$ cat src/rtl/seven_segment_pkg.sv
// Shared seven-segment definitions: active-low {g,f,e,d,c,b,a} patterns used by both the display
// driver and the capture monitor.
package seven_segment_pkg;

    localparam int unsigned NUM_DIGITS = 4;

    localparam logic [6:0] SEG_BLANK = 7'h7F;

    localparam logic [6:0] SEG_HEX [16] = '{
        7'h40, 7'h79, 7'h24, 7'h30, 7'h19, 7'h12, 7'h02, 7'h78,
        7'h00, 7'h10, 7'h08, 7'h03, 7'h46, 7'h21, 7'h06, 7'h0E
    };

endpackage

$ cat src/rtl/seven_segment_pattern_decode.sv
// Combinational reverse lookup of an active-low segment pattern to a hex nibble.
module seven_segment_pattern_decode
    import seven_segment_pkg::*;
(
    input  logic [6:0] seg,
    output logic       hit,
    output logic       blank,
    output logic [3:0] nibble
);

    always_comb begin
        hit    = 1'b0;
        nibble = 4'h0;
        for (int k = 0; k < 16; k++) begin
            if (seg == SEG_HEX[k]) begin
                hit    = 1'b1;
                nibble = 4'(k);
            end
        end
    end

    assign blank = (seg == SEG_BLANK);

endmodule

$ cat src/rtl/seven_segment_capture.sv
// Monitor for a multiplexed active-low seven-segment bus: captures each settled digit strobe,
// rebuilds the four-digit value and flags malformed frames.
module seven_segment_capture
    import seven_segment_pkg::*;
#(
    parameter int unsigned STABLE_CYCLES = 4
) (
    input  logic        clk,
    input  logic        rst_n,
    input  logic [3:0]  an,
    input  logic [6:0]  seg,
    output logic [15:0] digits,
    output logic [3:0]  valid,
    output logic        frame_done,
    output logic        err
);

    localparam logic [7:0] CntMax = 8'(STABLE_CYCLES);

    logic [10:0]           sync_q, s_q, s_prev_q;
    logic [7:0]            cnt_q, cnt_d;
    logic [NUM_DIGITS-1:0] seen_q, seen_d;
    logic [15:0]           digits_d;
    logic [3:0]            valid_d;
    logic                  err_d;
    logic                  capture;
    logic                  hit, blank;
    logic [3:0]            nibble;
    logic                  one_hot, idle;
    logic [1:0]            idx;

    seven_segment_pattern_decode u_decode (
        .seg    (s_q[6:0]),
        .hit    (hit),
        .blank  (blank),
        .nibble (nibble)
    );

    always_comb begin
        cnt_d = cnt_q;
        if (s_q != s_prev_q) begin
            cnt_d = 8'd0;
        end else if (cnt_q != CntMax) begin
            cnt_d = cnt_q + 8'd1;
        end
    end

    // Fires only on the STABLE_CYCLES-1 -> STABLE_CYCLES step, so once per stable interval.
    assign capture = (s_q == s_prev_q) && (cnt_q == CntMax - 8'd1);

    always_comb begin
        one_hot = 1'b1;
        idx     = 2'd0;
        case (s_q[10:7])
            4'b1110: idx = 2'd0;
            4'b1101: idx = 2'd1;
            4'b1011: idx = 2'd2;
            4'b0111: idx = 2'd3;
            default: one_hot = 1'b0;
        endcase
        idle = (s_q[10:7] == 4'hF);
    end

    always_comb begin
        digits_d = digits;
        valid_d  = valid;
        err_d    = 1'b0;
        // A completed mask clears here; a capture in the same cycle seeds the next frame.
        seen_d   = (seen_q == '1) ? '0 : seen_q;
        if (capture) begin
            if (one_hot) begin
                if (hit) begin
                    digits_d[{idx, 2'b00} +: 4] = nibble;
                    valid_d[idx]                = 1'b1;
                    seen_d[idx]                 = 1'b1;
                end else if (blank) begin
                    valid_d[idx] = 1'b0;
                    seen_d[idx]  = 1'b1;
                end else begin
                    valid_d[idx] = 1'b0;
                    err_d        = 1'b1;
                end
            end else if (!idle) begin
                err_d = 1'b1;
            end
        end
    end

    always_ff @(posedge clk or negedge rst_n) begin
        if (!rst_n) begin
            sync_q     <= '1;
            s_q        <= '1;
            s_prev_q   <= '1;
            cnt_q      <= 8'd0;
            seen_q     <= '0;
            digits     <= 16'h0;
            valid      <= 4'h0;
            err        <= 1'b0;
            frame_done <= 1'b0;
        end else begin
            sync_q     <= {an, seg};
            s_q        <= sync_q;
            s_prev_q   <= s_q;
            cnt_q      <= cnt_d;
            seen_q     <= seen_d;
            digits     <= digits_d;
            valid      <= valid_d;
            err        <= err_d;
            frame_done <= (seen_q == '1);
        end
    end

endmodule

$ cat config.mk
export PLATFORM = sky130hd
export DESIGN_NAME = seven_segment_capture
export DESIGN_NICKNAME = d
export VERILOG_FILES = /design/src/rtl/seven_segment_pkg.sv /design/src/rtl/seven_segment_pattern_decode.sv /design/src/rtl/seven_segment_capture.sv
export SDC_FILE = /design/constraint.sdc
export NUM_CORES = 1
export LEC_CHECK = 0
export CAP_MARGIN = 10
export CORE_MARGIN = 5
export CORE_UTILIZATION = 45
export DETAILED_ROUTE_END_ITERATION = 6
export HOLD_SLACK_MARGIN = 0.03
export PLACE_DENSITY = 0.7
export SLEW_MARGIN = 20
export SYNTH_ARGS = -nofsm -noshare
export SYNTH_HDL_FRONTEND = slang
export SYNTH_SLANG_ARGS = --single-unit
$ cat constraint.sdc
create_clock -name clk -period 3.5 [get_ports clk]
set_clock_uncertainty 0.05 [all_clocks]
set_input_delay 0.7 -clock clk [delete_from_list [all_inputs] [get_ports clk]]
set_output_delay 0.7 -clock clk [all_outputs]
set_load 0.01 [all_outputs]
Word-level counts from Yosys, hierarchy flattened

Cells that the tools add are included.

Bitwise logic cells: 4
Eq/ne operators: 26
$add $sub $neg: 2
Mux-type cells: 49
Shifts and indexed selects: 2
Reductions and logical operators: 7
Magnitude comparators: 2

Operators with widths:

| cell                   | number |
|---|---|
| $mux 4                 | 14 |
| $eq 7x7->1 const B     | 5 |
| $mux 1                 | 24 |
| $eq 7x5->1 const B     | 3 |
| $eq 7x6->1 const B     | 3 |
| $eq 4x4->1 const B     | 5 |
| $bwmux 16              | 1 |
| $mux 8                 | 2 |
| $shift 4x6->16 const A | 1 |
| $shiftx 4x6->16        | 1 |
| $eq 7x2->1 const B     | 2 |
| $eq 7x4->1 const B     | 2 |
| $mux 3                 | 4 |
| $eq 11x11->1           | 1 |
| $ne 11x11->1           | 1 |
| $add 8x1->8 const B    | 1 |
| $eq 8x2->1 const B     | 1 |
| $ne 8x3->1 const B     | 1 |
| $or 4x4->4             | 2 |
| $eq 7x3->1 const B     | 1 |
| $logic_not 7->1        | 1 |
| $neg 4->6              | 1 |
| $pmux 2 s3             | 1 |
| $and 4x4->4            | 1 |
| 11 further kinds       | 13 |

Bits in registers: 67
Word-level logic and storage cells: 101
Input bits: 13
Output and inout bits: 22

Logic depth before layout (Yosys ltp)

Depth after elaboration: 20
Depth in mapped cells: 10
Gate-level depth less buffers: 7

Hierarchy

From an unflattened synthesis, not the netlist that was laid out.

Cell total of the unflattened synthesis: 275
Area total of the unflattened synthesis: 3268.1 um^2

Modules (own cells, without submodules):

| module                       | area an instance (um^2) | sequential area each (um^2) | cells each | times used |
|---|---|---|---|---|
| seven_segment_capture        | 2842.7                  | 1717.9                      | 219        | 1 |
| seven_segment_pattern_decode | 425.4                   | 0.0                         | 56         | 1 |

Least setup slack after synthesis

No wires, ideal clock.

Kind: register to register
Start: register s_q[3]
End: register digits[10]
Clock period less this slack: 2.564 ns
Data arrival time: 2.389 ns
Path buffers: 3
Slack: 0.936 ns
Data required time: 3.325 ns
Cell stages (with the launch flop): 10
Setup time: 0.125 ns
Path through: dfstp_2 > clkbuf_1 > buf_2 > xor2_1 > nor4_1 > nand3_2 > nor3_2 > and3_1 > buf_6 > mux2_4

Cells in the longest elaborated chain, start to end: 18
Elaborated cells between the ends (all ways): 52
Those cells by class: 16 x eq/ne; 1 x shift; 32 x mux; 3 x reduce/logical

Ends and longest elaborated chain:

| what                                          | line                                                            | source |
|---|---|---|
| start, declared                               | seven_segment_capture.sv:20                                     | `logic [10:0] sync_q, s_q, s_prev_q;` |
| start signal, assigned                        | seven_segment_capture.sv:102                                    | `s_q <= sync_q;` |
| $eq 7x7->1                                    | seven_segment_pattern_decode.sv:15                              | `if (seg == SEG_HEX[k]) begin` |
| $mux 1                                        | seven_segment_pattern_decode.sv:15                              |  |
| $mux 2 or $mux 1 (tied branches) (2 in a row) | seven_segment_pattern_decode.sv:15                              |  |
| $mux 3 or $mux 1 (tied branches) (4 in a row) | seven_segment_pattern_decode.sv:15                              |  |
| $mux 4 or $mux 1 (tied branches) (8 in a row) | seven_segment_pattern_decode.sv:15                              |  |
| $shiftx 4x6->16 or $mux 1 (tied branches)     | seven_segment_capture.sv:73, seven_segment_pattern_decode.sv:15 |  |
| $bwmux 16 or $reduce_and 3->1 (tied branches) | -                                                               |  |
| end signal, assigned                          | seven_segment_capture.sv:106                                    | `digits <= digits_d;` |
| end, declared                                 | seven_segment_capture.sv:12                                     | `output logic [15:0] digits,` |

Parallel ways exist; a longest one is shown, timed or not.
A chain may end at the register's enable or synchronous reset.

Worst setup path in the final report

Start: register s_q[0]
End: register digits[7]

The elaborated chain is that of the path after synthesis.

==> flow_summary.yaml <==
cts:
  clk_latency_ns: 0.34
  numCtsBuffers: 9
  holdBufCountCts: 0
  post_cts_resized: 0
  cts-root-buf: "clkbuf_8"
  cts_htree_levels: 3
  cts_tree: "done"
  cts_sinks: 67
  path_clk_slew_ns: 0.06
  clockBufferDepth: 2
  postCtsSetupBuffers: 0
outcome:
  outcome: "completed"
synthesis:
  dominantRegCellSynth: "dfrtp_1"
  synth_top_area_frac: 0.279
  yosys_warnings: 0
  synth_top_family_by_area: "simple AND/OR/NAND/NOR gates"
  syn-cell-area_mm2: 0.00311
  syn_avg_cell_area_um2: 11.9
  synth_area_leaders: "dfstp_2 (28%), dfrtp_1 (27%), mux2_4 (5.8%), xor2_1 (5.3%), ha_1 (3.6%)"
  synth-seq-cells: 67
  ys_types: 48
  yosys.area_share.simple: 0.163
  synth_compound_area_frac: 0.0619
  syn_inst: 261
  synthAdderAreaFrac: 0.0362
  synth_edf_count: 0
  yosysTopAreaCell: "dfstp_2"
  muxShareOfSynthArea: 0.0833
  synth_async_sr_flop_share: 1.00
  ys_seq_area_frac: 0.552
  syn_nets: 283
  synth_xor_area_frac: 0.0619
routing:
  dr_total_vias: 1998
  post_drt_via_cell_ratio: 5.30
  antenna_left: 0
  detailedRoute.firstPassIterationCount: 4
  wl_per_cell_um: 14.2
  drt_iter0_markers: 39
  drt_wl_total_um: 5360
  drc: 0
global_route:
  overflow: 0
  grt_pass1_vias: 1981
  antenna_found_initial: 0
  grt_pass1_wl_um: 9470
  grt_usage: 0.141
  grt_max_degree: 38
floorplanning:
  ios: 35
  die_height_um: 93.1
  initial_core_util: 0.460
  die-area_mm2: 0.00868
  die_w_um: 93.1
  rows: 30
  core_mm2: 0.00676
sta:
  relSlewSlack: 0.468
  setup_viol: 0
  layout_setup_ws_ns: 0.706
  min_period_ns: 2.79
  finalSetupTns_ns: 0
  slew_viol_final: 0
  fin_crit_sh: 0.798
  fin_hold_ws_ns: 0.306
  rsz0062_at_grt: "false"
  fmax_ghz: 0.358
  worst_slew_pin_slew_ns: 0.798
  hold_viol_final: 0
critical_path:
  cp.required_ns: 3.68
  path_cells: "and3b_1, a32o_1, nor3_4, or3b_1, and3_1, mux2_4"
  crit_buf_inv: 0
  critPathArrivalTime_ns: 2.97
  path_class: "reg2reg"
  max_stage_delay_ns: 0.68
  startpoint_type: "flip-flop"
  cp_top_family: "simple AND/OR/NAND/NOR gates"
  cp_max_fo: 16
  crit_path_top_delay_cell: "dfstp_2"
  endpoint_kind: "flip-flop"
power:
  vdd_drop_max_v: 0.000274
  power_density_mw_per_mm2: 421
  p_leak_nw: 1.56
layout:
  fill_cells: 601
  mostFrequentLayoutCells: "dfrtp_1 (34), clkdlybuf4s50_1 (33), dfstp_2 (33)"
  final_common_cell: "dfrtp_1"
  fin_cells: 377
  synthToLayoutAreaGrowth_pct: 17.6
  regArea_mm2: 0.00172
  multi_input_area_mm2: 0.00126
  nNetsFinal: 314
  drive_gt1_frac: 0.226
  diodes: 0
placement:
  dp_slack_ns: 0.660
  io_buffers: 34
  place_congestion: 0.751
  dp_hpwl_um: 3710
  dp.cells: 361
run:
  cap_violations: 0
hold_path:
  hold_class: "reg2reg"
-- cells in the mapped netlist, types with 3 or more instances --
master    count
buf_2         6
mux2_1        7
mux2_4       12
a21oi_1       9
nand3b_1      3
nor2_1       27
nor4_1        4
and3_1        7
nor3b_1       3
nand3_1      11
dfstp_2      33
xor2_1       19
nor3_1        8
or3_1         3
nor2b_1       3
o21ai_1       5
inv_1         7
xnor2_1       3
clkbuf_1      5
dfrtp_1      34
buf_6         4
nand2_1      11
ha_1          9
-- power breakdown --
group	switching [mW]	total (mW)	leakage (nW)	internal (mW)
registers	0.0285	0.839	0.822	0.810
logic	0.0441	0.0800	0.634	0.0358
clock network	0.284	0.622	0.101	0.338
total	0.356	1.54	1.56	1.18
-- path summary, 6_finish.rpt --
check                           depth (start not counted)       from          end  slack [ns]
worst max-delay path                                    6     s_q[0]    digits[7]        0.71
worst min-delay path                                    0  sync_q[5]       s_q[5]        0.31
worst max register to register                          6     s_q[0]    digits[7]        0.71
worst min register to register                          0  sync_q[5]       s_q[5]        0.31
max in group asynchronous                               2      rst_n  s_prev_q[4]        2.24
min in group asynchronous                               1      rst_n   digits[14]        0.38
-- per-stage QoR --
stage / cell area [µm²] / power [mW] / util
after detailed placement: 3460 / 0.933 / 0.512
final: 3660 / 1.54 / 0.541
after global placement: 3460 / 0.931 / 0.512
after floorplan: 3110 / 0.893 / -
after CTS: 3660 / 1.56 / 0.541
after global routing: 3660 / 1.62 / 0.541
-- cells by family (layout without fill, tap and decap cells) --
group,count (synthesis),after routing
xor+xnor,22,22
flops,67,67
buf+inv,23,59
simple gates,93,93
mux,19,19
compound gates,28,28
fa+ha+maj,9,9
-- area by class of cell --
class                   count  area share
flip-flops and latches     67       0.470
inverters                   7     0.00718
clock inverters             3     0.00513
clock buffers              13      0.0492
well taps                  80      0.0274
repair buffers             36      0.0958
multi-input cells         171       0.346
-- per-layer routing --
metal  vias to the layer above  wire [µm]  global-route usage
met5                         -          0                   0
met3                         8        259              0.0402
li1                        965          -                   -
met2                        42       2490               0.215
met1                       983       2510               0.181
met4                         0        106              0.0733
-- sequential cells by signal, indices dropped and copies added (netlist names), named ones only --
name        cells
seen_q          4
cnt_q           8
frame_done      1
s_q            11
s_prev_q       11
digits         16
err             1
sync_q         11
Power figures use the tool's default switching activity.
